## src/rtl/spi_arb_pkg.sv

```systemverilog
// Shared types and helpers for the SPI bus arbiter: FSM state encoding,
// requester indices and the round-robin grant function.
package spi_arb_pkg;

   localparam int unsigned MAX_REQ = 8;
   localparam int unsigned PTR_W   = 3;
   localparam int unsigned CNT_W   = PTR_W + 1;

   localparam int unsigned REQ_ETH = 0;
   localparam int unsigned REQ_DAC = 1;
   localparam int unsigned REQ_ADC = 2;

   typedef enum logic [2:0] {
      ST_IDLE  = 3'd0,
      ST_SETUP = 3'd1,
      ST_START = 3'd2,
      ST_WAIT  = 3'd3,
      ST_HOLD  = 3'd4,
      ST_GUARD = 3'd5
   } arb_state_e;

   // First set request at or after ptr, wrapping modulo n; returns one-hot grant.
   function automatic logic [MAX_REQ-1:0] rr_pick(input logic [MAX_REQ-1:0] req,
                                                  input logic [PTR_W-1:0]   ptr,
                                                  input logic [CNT_W-1:0]   n);
      logic [MAX_REQ-1:0] grant;
      logic               found;
      logic [CNT_W-1:0]   idx;
      grant = '0;
      found = 1'b0;
      for (int i = 0; i < MAX_REQ; i++) begin
         idx = {1'b0, ptr} + CNT_W'(i);
         if (idx >= n) idx = idx - n;
         if (!found && (CNT_W'(i) < n) && req[idx[PTR_W-1:0]]) begin
            grant[idx[PTR_W-1:0]] = 1'b1;
            found = 1'b1;
         end
      end
      return grant;
   endfunction

endpackage

```

## src/rtl/spi_arb_rr_picker.sv

```systemverilog
// Combinational round-robin selector: one-hot grant of the first request
// at or after the priority pointer.
module spi_arb_rr_picker
   import spi_arb_pkg::*;
#(
   parameter int unsigned NUM_REQ = 3,
   parameter int unsigned IDX_W   = $clog2(NUM_REQ)
) (
   input  logic [NUM_REQ-1:0] req,
   input  logic [IDX_W-1:0]   ptr,
   output logic [NUM_REQ-1:0] grant_c
);

   logic [MAX_REQ-1:0] grant_full;
   logic               unused_hi;

   always_comb grant_full = rr_pick(MAX_REQ'(req), PTR_W'(ptr), CNT_W'(NUM_REQ));

   assign grant_c   = grant_full[NUM_REQ-1:0];
   assign unused_hi = ^grant_full;

endmodule

```

## src/rtl/spi_bus_arbiter.sv

```systemverilog
// Round-robin, byte-granular arbiter sharing one SPI master with transaction lock.
// Optional HOLD timeout enabled by defining SPI_ARB_TIMEOUT_EN.
module spi_bus_arbiter
   import spi_arb_pkg::*;
#(
   parameter int unsigned NUM_REQ      = 3,
   parameter int unsigned DATA_WIDTH   = 8,
   parameter int unsigned DIV_WIDTH    = 8,
   parameter int unsigned GUARD_CYCLES = 2,
   parameter int unsigned HOLD_TIMEOUT = 1024
) (
   input  logic                          clk_i,
   input  logic                          reset_ni,
   input  logic [NUM_REQ-1:0]            req_i,
   input  logic [NUM_REQ-1:0]            last_i,
   input  logic [NUM_REQ*DATA_WIDTH-1:0] tx_data_i,
   input  logic [NUM_REQ*DIV_WIDTH-1:0]  div_cfg_i,
   output logic [NUM_REQ-1:0]            done_o,
   output logic [DATA_WIDTH-1:0]         rx_data_o,
   output logic [NUM_REQ-1:0]            owner_o,
   output logic                          m_start_o,
   output logic [DATA_WIDTH-1:0]         m_tx_data_o,
   output logic [DIV_WIDTH-1:0]          m_div_o,
   input  logic                          m_busy_i,
   input  logic                          m_done_i,
   input  logic [DATA_WIDTH-1:0]         m_rx_data_i,
   output logic [NUM_REQ-1:0]            cs_no,
   output logic                          timeout_o
);

   localparam int unsigned IDX_W  = $clog2(NUM_REQ);
   localparam int unsigned GCNT_W = 4;

   arb_state_e             state_q, state_d;
   logic [IDX_W-1:0]       owner_q, owner_d;
   logic [IDX_W-1:0]       rr_ptr_q, rr_ptr_d;
   logic                   last_q, last_d;
   logic [GCNT_W-1:0]      gcnt_q, gcnt_d;
   logic [NUM_REQ-1:0]     owner_oh_d, cs_d, done_d;
   logic                   start_d;
   logic [DATA_WIDTH-1:0]  tx_d, rx_d;
   logic [DIV_WIDTH-1:0]   div_d;
   logic [NUM_REQ-1:0]     grant_c;
   logic [IDX_W-1:0]       grant_idx;
   logic [DATA_WIDTH-1:0]  tx_arr  [NUM_REQ];
   logic [DIV_WIDTH-1:0]   div_arr [NUM_REQ];

   spi_arb_rr_picker #(.NUM_REQ(NUM_REQ), .IDX_W(IDX_W)) u_picker (
      .req     (req_i),
      .ptr     (rr_ptr_q),
      .grant_c (grant_c)
   );

   // Unpack per-requester payload buses and encode the one-hot grant.
   always_comb begin
      grant_idx = '0;
      for (int k = 0; k < NUM_REQ; k++) begin
         tx_arr[k]  = tx_data_i[k*DATA_WIDTH +: DATA_WIDTH];
         div_arr[k] = div_cfg_i[k*DIV_WIDTH +: DIV_WIDTH];
         if (grant_c[k]) grant_idx = IDX_W'(k);
      end
   end

`ifdef SPI_ARB_TIMEOUT_EN
   localparam int unsigned HCNT_W = $clog2(HOLD_TIMEOUT + 1);
   logic [HCNT_W-1:0] hcnt_q, hcnt_d;
   logic              timeout_d;

   always_ff @(posedge clk_i or negedge reset_ni) begin
      if (!reset_ni) begin
         hcnt_q    <= '0;
         timeout_o <= 1'b0;
      end else begin
         hcnt_q    <= hcnt_d;
         timeout_o <= timeout_d;
      end
   end
`else
   logic unused_hold_cfg;
   assign unused_hold_cfg = (HOLD_TIMEOUT != 0);
   assign timeout_o       = 1'b0;
`endif

   // Next-state and next-output logic.
   always_comb begin
      state_d    = state_q;
      owner_d    = owner_q;
      rr_ptr_d   = rr_ptr_q;
      last_d     = last_q;
      gcnt_d     = gcnt_q;
      owner_oh_d = owner_o;
      cs_d       = cs_no;
      start_d    = 1'b0;
      tx_d       = m_tx_data_o;
      div_d      = m_div_o;
      done_d     = '0;
      rx_d       = rx_data_o;
`ifdef SPI_ARB_TIMEOUT_EN
      hcnt_d     = hcnt_q;
      timeout_d  = timeout_o;
`endif
      case (state_q)
         ST_IDLE: begin
            if (|req_i) begin
               owner_d    = grant_idx;
               owner_oh_d = grant_c;
               cs_d       = ~grant_c;
               tx_d       = tx_arr[grant_idx];
               div_d      = div_arr[grant_idx];
               state_d    = ST_SETUP;
            end
         end
         ST_SETUP: begin
            if (!m_busy_i) begin
               start_d = 1'b1;
               last_d  = last_i[owner_q];
               state_d = ST_START;
            end
         end
         ST_START: state_d = ST_WAIT;
         ST_WAIT: begin
            if (m_done_i) begin
               done_d[owner_q] = 1'b1;
               rx_d            = m_rx_data_i;
               if (last_q) begin
                  cs_d       = '1;
                  owner_oh_d = '0;
                  gcnt_d     = '0;
                  state_d    = ST_GUARD;
               end else begin
`ifdef SPI_ARB_TIMEOUT_EN
                  hcnt_d     = '0;
`endif
                  state_d    = ST_HOLD;
               end
            end
         end
         // Lock: only the owner can continue; other requests wait for GUARD.
         ST_HOLD: begin
            if (req_i[owner_q]) begin
               tx_d    = tx_arr[owner_q];
               start_d = 1'b1;
               last_d  = last_i[owner_q];
               state_d = ST_START;
            end
`ifdef SPI_ARB_TIMEOUT_EN
            else if (hcnt_q == HCNT_W'(HOLD_TIMEOUT - 1)) begin
               cs_d       = '1;
               owner_oh_d = '0;
               gcnt_d     = '0;
               timeout_d  = 1'b1;
               state_d    = ST_GUARD;
            end else begin
               hcnt_d = hcnt_q + HCNT_W'(1);
            end
`endif
         end
         ST_GUARD: begin
            if (gcnt_q == GCNT_W'(GUARD_CYCLES - 1)) begin
               rr_ptr_d = (owner_q == IDX_W'(NUM_REQ - 1)) ? '0 : owner_q + IDX_W'(1);
               state_d  = ST_IDLE;
            end else begin
               gcnt_d = gcnt_q + GCNT_W'(1);
            end
         end
         default: state_d = ST_IDLE;
      endcase
   end

   always_ff @(posedge clk_i or negedge reset_ni) begin
      if (!reset_ni) begin
         state_q     <= ST_IDLE;
         owner_q     <= '0;
         rr_ptr_q    <= '0;
         last_q      <= 1'b0;
         gcnt_q      <= '0;
         owner_o     <= '0;
         cs_no       <= '1;
         m_start_o   <= 1'b0;
         m_tx_data_o <= '0;
         m_div_o     <= '0;
         done_o      <= '0;
         rx_data_o   <= '0;
      end else begin
         state_q     <= state_d;
         owner_q     <= owner_d;
         rr_ptr_q    <= rr_ptr_d;
         last_q      <= last_d;
         gcnt_q      <= gcnt_d;
         owner_o     <= owner_oh_d;
         cs_no       <= cs_d;
         m_start_o   <= start_d;
         m_tx_data_o <= tx_d;
         m_div_o     <= div_d;
         done_o      <= done_d;
         rx_data_o   <= rx_d;
      end
   end

endmodule

```

## config.mk

```make
export PLATFORM = sky130hd
export DESIGN_NAME = spi_bus_arbiter
export DESIGN_NICKNAME = d
export VERILOG_FILES = /design/src/rtl/spi_arb_pkg.sv /design/src/rtl/spi_arb_rr_picker.sv /design/src/rtl/spi_bus_arbiter.sv
export SDC_FILE = /design/constraint.sdc
export NUM_CORES = 1
export LEC_CHECK = 0
export BUFFER_PORTS_ARGS = -buffer_cell sky130_fd_sc_hd__buf_2
export CAP_MARGIN = 20
export CORE_MARGIN = 3
export CORE_UTILIZATION = 50
export DETAILED_ROUTE_END_ITERATION = 16
export PLACE_DENSITY = 0.8
export SYNTH_ARGS = -nofsm -noshare
export SYNTH_HDL_FRONTEND = slang
export SYNTH_SLANG_ARGS = --single-unit
```

## constraint.sdc

```tcl
create_clock -name clk_i -period 3.4 [get_ports clk_i]
set_input_delay 0.68 -clock clk_i [delete_from_list [all_inputs] [get_ports clk_i]]
set_output_delay 0.68 -clock clk_i [all_outputs]
set_load 0.02 [all_outputs]
```

# After elaboration in Yosys (flattened, before gate mapping)
# Index checks and enable logic that the tools add are counted.
# totals
regBits,46
inputBits,66
word_cells,141
# op_classes
n_addsub,7
n_lt_le_gt_ge,13
n_eq_ne,14
n_mux,68
bitwise_logic,5
n_reduce_logical,22
# ops
op,n
$mux W8,8
$mux W3,19
$bmux W8 S2,3
$pmux W3 S6,1
$mux W1,17
$pmux W8 S2,1
$ne A2 B2 Y1 const B,7
$lt A3 B4 Y1 const B,3
$mux W4,3
$pmux W3 S2,2
$bmux W1 S3,3
$demux W1 S3,3
$ge A3 B1 Y1 const B,3
$ge A4 B2 Y1 const B,2
$pmux W4 S2,1
$reduce_and A4 Y1,2
$reduce_bool A2 Y1,4
$eq A3 B2 Y1 const B,2
$eq A3 B3 Y1 const B,2
$ge A3 B3 Y1 const B,2
$logic_and A1 B1 Y1,6
$not A2 Y3,2
$or A3 B3 Y3,2
$reduce_and A2 Y1,3
22 further kinds,28

# Depth between registers and ports, before layout
# logic_depth
depth_word,19
depth_mapped,11

# By module
# From an unflattened synthesis, not the netlist that was laid out.
# unflattened
hier_cells,297
hier_area_um2,2830.2
# by_module_without_submodules
module,instances,cells_each,area_per_inst_um2,seq_area_each_um2
spi_bus_arbiter,1,253,2491.1,1154.9
spi_arb_rr_picker,1,44,339.1,0.0

# Least setup slack after synthesis
# No wires, ideal clock.
# synth_timing
path_type,flip-flop to flip-flop
start,register rr_ptr_q[0]
end,register m_tx_data_o[1]
t_arrival_ps,2299
required_ps,3277
slack_ps,979
path_stages_with_launch,9
period_less_slack_ps,2421
path_cell_list,dfrtp_1 > inv_1 > ha_1 > and2_1 > a211oi_2 > o2111ai_2 > o21ai_4 > mux2_1 > o221a_2
# synth_via
elab_chain_len,19
word_cells_on_any_way,51
cone_classes,add/sub: 5; order compare: 9; mux: 27; bitwise: 3; reduce/logical: 7
# synth_lines
element,line_no,text
"start, declared",spi_bus_arbiter.sv:36,"logic [IDX_W-1:0] rr_ptr_q, rr_ptr_d;"
"start signal, assigned",spi_bus_arbiter.sv:187,rr_ptr_q <= rr_ptr_d;
"$add A2 B1 Y3, or another cell as far along",spi_arb_pkg.sv:32,"idx = {1'b0, ptr} + CNT_W'(i);"
"$ge A4 B2 Y1, or another cell as far along",spi_arb_pkg.sv:33,if (idx >= n) idx = idx - n;
"$mux W3, or another cell as far along",spi_arb_pkg.sv:33,
"$lt A3 B4 Y1 (not written as such), or another cell as far along",spi_arb_pkg.sv:35,grant[idx[PTR_W-1:0]] = 1'b1;
"$logic_and A1 B1 Y1 (not written as such), or another cell as far along",spi_arb_pkg.sv:35,
"$mux W1 (not written as such), or another cell as far along",spi_arb_pkg.sv:35,
"$demux W1 S3, or another cell as far along",-,
$or A3 B3 Y3 (no source line) / $mux W1 (equally long branches),-,
[... 2 more ...],-,
$mux W3 *,spi_arb_pkg.sv:34,if (!found && (CNT_W'(i) < n) && req[idx[PTR_W-1:0]]) begin
$mux W1,spi_bus_arbiter.sv:60,if (grant_c[k]) grant_idx = IDX_W'(k);
$mux W2 *,spi_bus_arbiter.sv:60,
$not A2 Y3 (not written as such) *,spi_bus_arbiter.sv:108,tx_d = tx_arr[grant_idx];
$bmux W8 S2 *,spi_bus_arbiter.sv:108,
$mux W8 (not written as such) * (2 in a row),spi_bus_arbiter.sv:108,
$mux W8 *,spi_bus_arbiter.sv:104,if (|req_i) begin
$pmux W8 S2 *,spi_bus_arbiter.sv:102,case (state_q)
"end signal, assigned",spi_bus_arbiter.sv:193,m_tx_data_o <= tx_d;
"end, declared",spi_bus_arbiter.sv:22,"output logic [DATA_WIDTH-1:0] m_tx_data_o,"
# Mark *: on every way between the ends. The rest lies on a longest branch, timed or not. The select of a mux whose other input is x is not followed.
# A chain may end at the register's enable or synchronous reset.

# Worst setup path after layout
# layout_timing
start,register rr_ptr_q[0]
end,register m_tx_data_o[0]
# The elaborated chain is that of the path after synthesis.

==> impl_metrics.tcl <==
set metrics [dict create \
    clock_path_buffers 2 \
    post_cts_buffers 0 \
    use_met1 0.288 \
    status "finished clean" \
    p_switching_mw 1.42 \
    grt_first_pass_wirelength_um 11500 \
    p_leak_nw 1.71 \
    drt_iter0_drc 159 \
    synthFlopType "dfrtp_1" \
    vdd_drop_max_mv 0.501 \
    h-tree-depth 2 \
    synth.largest_area_cell "dfrtp_1" \
    dieHeight_um 80.2 \
    worstSetupStartpointType "flop" \
    rows 26 \
    cpPeakStageDelay_ns 0.51 \
    p_int_mw 1.74 \
    clk_latency_ns 0.29 \
    required_ns 3.56 \
    slew_headroom 0.559 \
    r2r_slack_ns 0.60 \
    met2_usage 0.389 \
    grtUsageTotal 0.226 \
    clock.fmax_mhz 357 \
    syn-cell-area_um2 2750 \
    syn-num-nets 370 \
    synth_edf_count 0 \
    port_buffers 99 \
    final_core_util 0.665 \
    syn_area_per_cell_um2 9.27 \
    ant_nets 0 \
    fin_nets 469 \
    clkPwrFrac 0.126 \
    post_drt_wl_per_cell_um 15.0 \
    cp.arrival_ns 2.97 \
    async_reset_ff_frac 1.00 \
    cts_made_buffers 5 \
    maxCapViolations 0 \
    post_cts_resized 0 \
    antenna_found_initial 0 \
    routed_wl_um 7010 \
    syn_inst 297 \
    syn_to_final_growth_pct 25.7 \
    synth_seq_cells 46 \
    yosys_warnings 0 \
    top_usage_layer "met2" \
    start_util 0.529 \
    grt_max_degree 47 \
    die_x_um 80.2 \
    crit_chain "inv_1, ha_1, and2_1, a211oi_2, o2111ai_2, o21ai_4, buf_4, mux2i_1, o211ai_2" \
    clkSinkCount 46 \
    cts_tree "done" \
    cts.reportedPaths.clkPinSlew_ns 0.09 \
    min_path_type "in2async" \
    layout_min_cycle_time_ns 2.80 \
    drive_above_1_share 0.348 \
    first_pass_iters 6 \
    drcViolationCount 0 \
    hold_viol_final 0 \
    grt-ovfl-total 0 \
    post-dp-hpwl_um 5230 \
    seq_power_share 0.308 \
    place.gp.congestion 0.906 \
    slowest_stage "o21ai_4" \
    cts-root-buf "clkbuf_8" \
    crit_type "reg2reg" \
    synthDistinctLibCells 48 \
    setup_viol 0 \
    use_met3 0.0538 \
    tns_ns 0 \
    switching_share 0.448 \
    die_area_um2 6430 \
    holdBufCountCts 0 \
    rsz0062_at_grt "no" \
    dr_total_vias 2585 \
    tightest_slew_ns 0.662 \
    critPathMaxFanout 13 \
    grt_pass1_vias 2430 \
    skew_ns 0.00833 \
    synthTopCellsByArea "dfrtp_1, mux2i_1, nand2_1, a21oi_1, o211ai_2" \
    via_per_inst 5.54 \
    p_per_area_nw_per_um2 912 \
    slew_viol_final 0 \
    cp-end-kind "flop" \
    num_antenna_cells 0 \
    ios 101 \
    ys_seq_area_frac 0.420 \
    comb_power_share 0.566 \
    core_area_um2 5200 \
    period_share 0.824 \
    synth_top_cell_area_share 0.391 \
]
## through the flow
| stage | std cells | power [mW] | setup slack, ns | area, um2 | hold WS [ns] |
|---|---|---|---|---|---|
| global placement | 457 | 2.70 | 0.742 | 3320 | 0.452 |
| CTS | 466 | 3.17 | 0.612 | 3440 | 0.482 |
| detailed placement | 458 | 2.76 | 0.631 | 3330 | 0.461 |
| global route | 467 | 3.40 | 0.445 | 3460 | 0.212 |
| finish | 467 | 3.16 | 0.597 | 3460 | 0.215 |
| floorplan | 297 | 2.24 | 0.979 | 2750 | 0.384 |
## kinds of logic (layout without fill, tap and decap cells)
kind of cell	after synthesis	count (layout)	share of synthesized area
flip-flops	46	46	0.420
AND/OR/NAND/NOR	114	114	0.192
AO/OA/AOI/OAI	75	75	0.205
multiplexers	28	28	0.105
adder cells (fa/ha/maj)	7	7	0.0318
buffers and inverters	26	126	0.0450
other	1	1	0.00136
## layer usage
metal | up-vias | routed length, um
met1 | 1211 | 3070
met2 | 117 | 3380
met3 | 6 | 505
li1 | 1251 | -
met4 | 0 | 51
met5 | - | 0
## state kept, by name, indices dropped and copies added, names as in the netlist
signal and count:
cs_no 3, done_o 3, gcnt_q 4, last_q 1, m_div_o 8, m_start_o 1
m_tx_data_o 8, owner_o 3, owner_q 2, rr_ptr_q 2, rx_data_o 8, state_q 3
## synth_stat cells (all sizes together), types with 2 or more instances
cell type / number
o221a: 6
nand3b: 2
dfstp: 3
o211ai: 10
a21oi: 22
nor4: 2
nand2: 52
mux2i: 21
a22o: 3
nor2b: 3
dfrtp: 43
buf: 10
nand2b: 5
a21o: 4
clkbuf: 9
inv: 7
nor3: 8
o31ai: 2
o21a: 5
a211oi: 2
nor3b: 4
mux2: 7
ha: 7
nor2: 19
nand3: 13
o21ai: 16
or2: 2
## cells in the final DEF (no fill, tap or decap), types with 2 or more instances in the layout
master and count:
o21ai_0 14, nand2b_1 5, nor2_1 19, nand2_1 52, a21o_1 4, nand3_1 13, dfrtp_1 43, ha_1 7
o211ai_2 8, mux2_1 6, nor2b_1 3, a21oi_1 22, nand3b_1 2, clkbuf_8 5, o211ai_1 2, nor3_1 8
nor3b_1 3, o21a_1 5, a22o_1 3, o31ai_1 2, inv_1 7, dfstp_2 3, mux2i_1 21, buf_4 10
buf_2 99, o221a_1 5
## final cells by class
cell class              count  area (um2)
inverters                   7        26.3
repair buffers            111         602
fillers                   446        1740
clock buffers               6        72.6
multi-input cells         225        1480
flip-flops and latches     46        1150
well taps                  70        87.6
clock inverters             2        37.5
## worst max-delay path: cells and delay by family, from the launching register on
kind,cells,cell delay (ns)
AOI/OAI and AO/OA,4,1.11
DFF,1,0.40
adders and majority gates,1,0.38
buffers and inverters,2,0.36
muxes,1,0.23
and+or+nand+nor,1,0.18
## final timing paths
check,from,end,depth (start not counted)
worst max register to register,rr_ptr_q[0],m_tx_data_o[0],9
max in group asynchronous,reset_ni,cs_no[0],2
worst min register to register,rx_data_o[2],rx_data_o[2],2
min in group clk_i,rx_data_o[2],rx_data_o[2],2
worst max-delay path,rr_ptr_q[0],m_tx_data_o[0],9
worst min-delay path,reset_ni,gcnt_q[3],1
## power by group through the flow
stage	Sequential, mW	Clock, mW	Combinational (mW)
after floorplan	1.13	0	1.11
after global placement	0.973	0	1.73
after detailed placement	0.973	0	1.79
after CTS	0.970	0.412	1.79
after global routing	1.00	0.436	1.96
final	0.971	0.398	1.79
(Power assumes the default switching activity.)
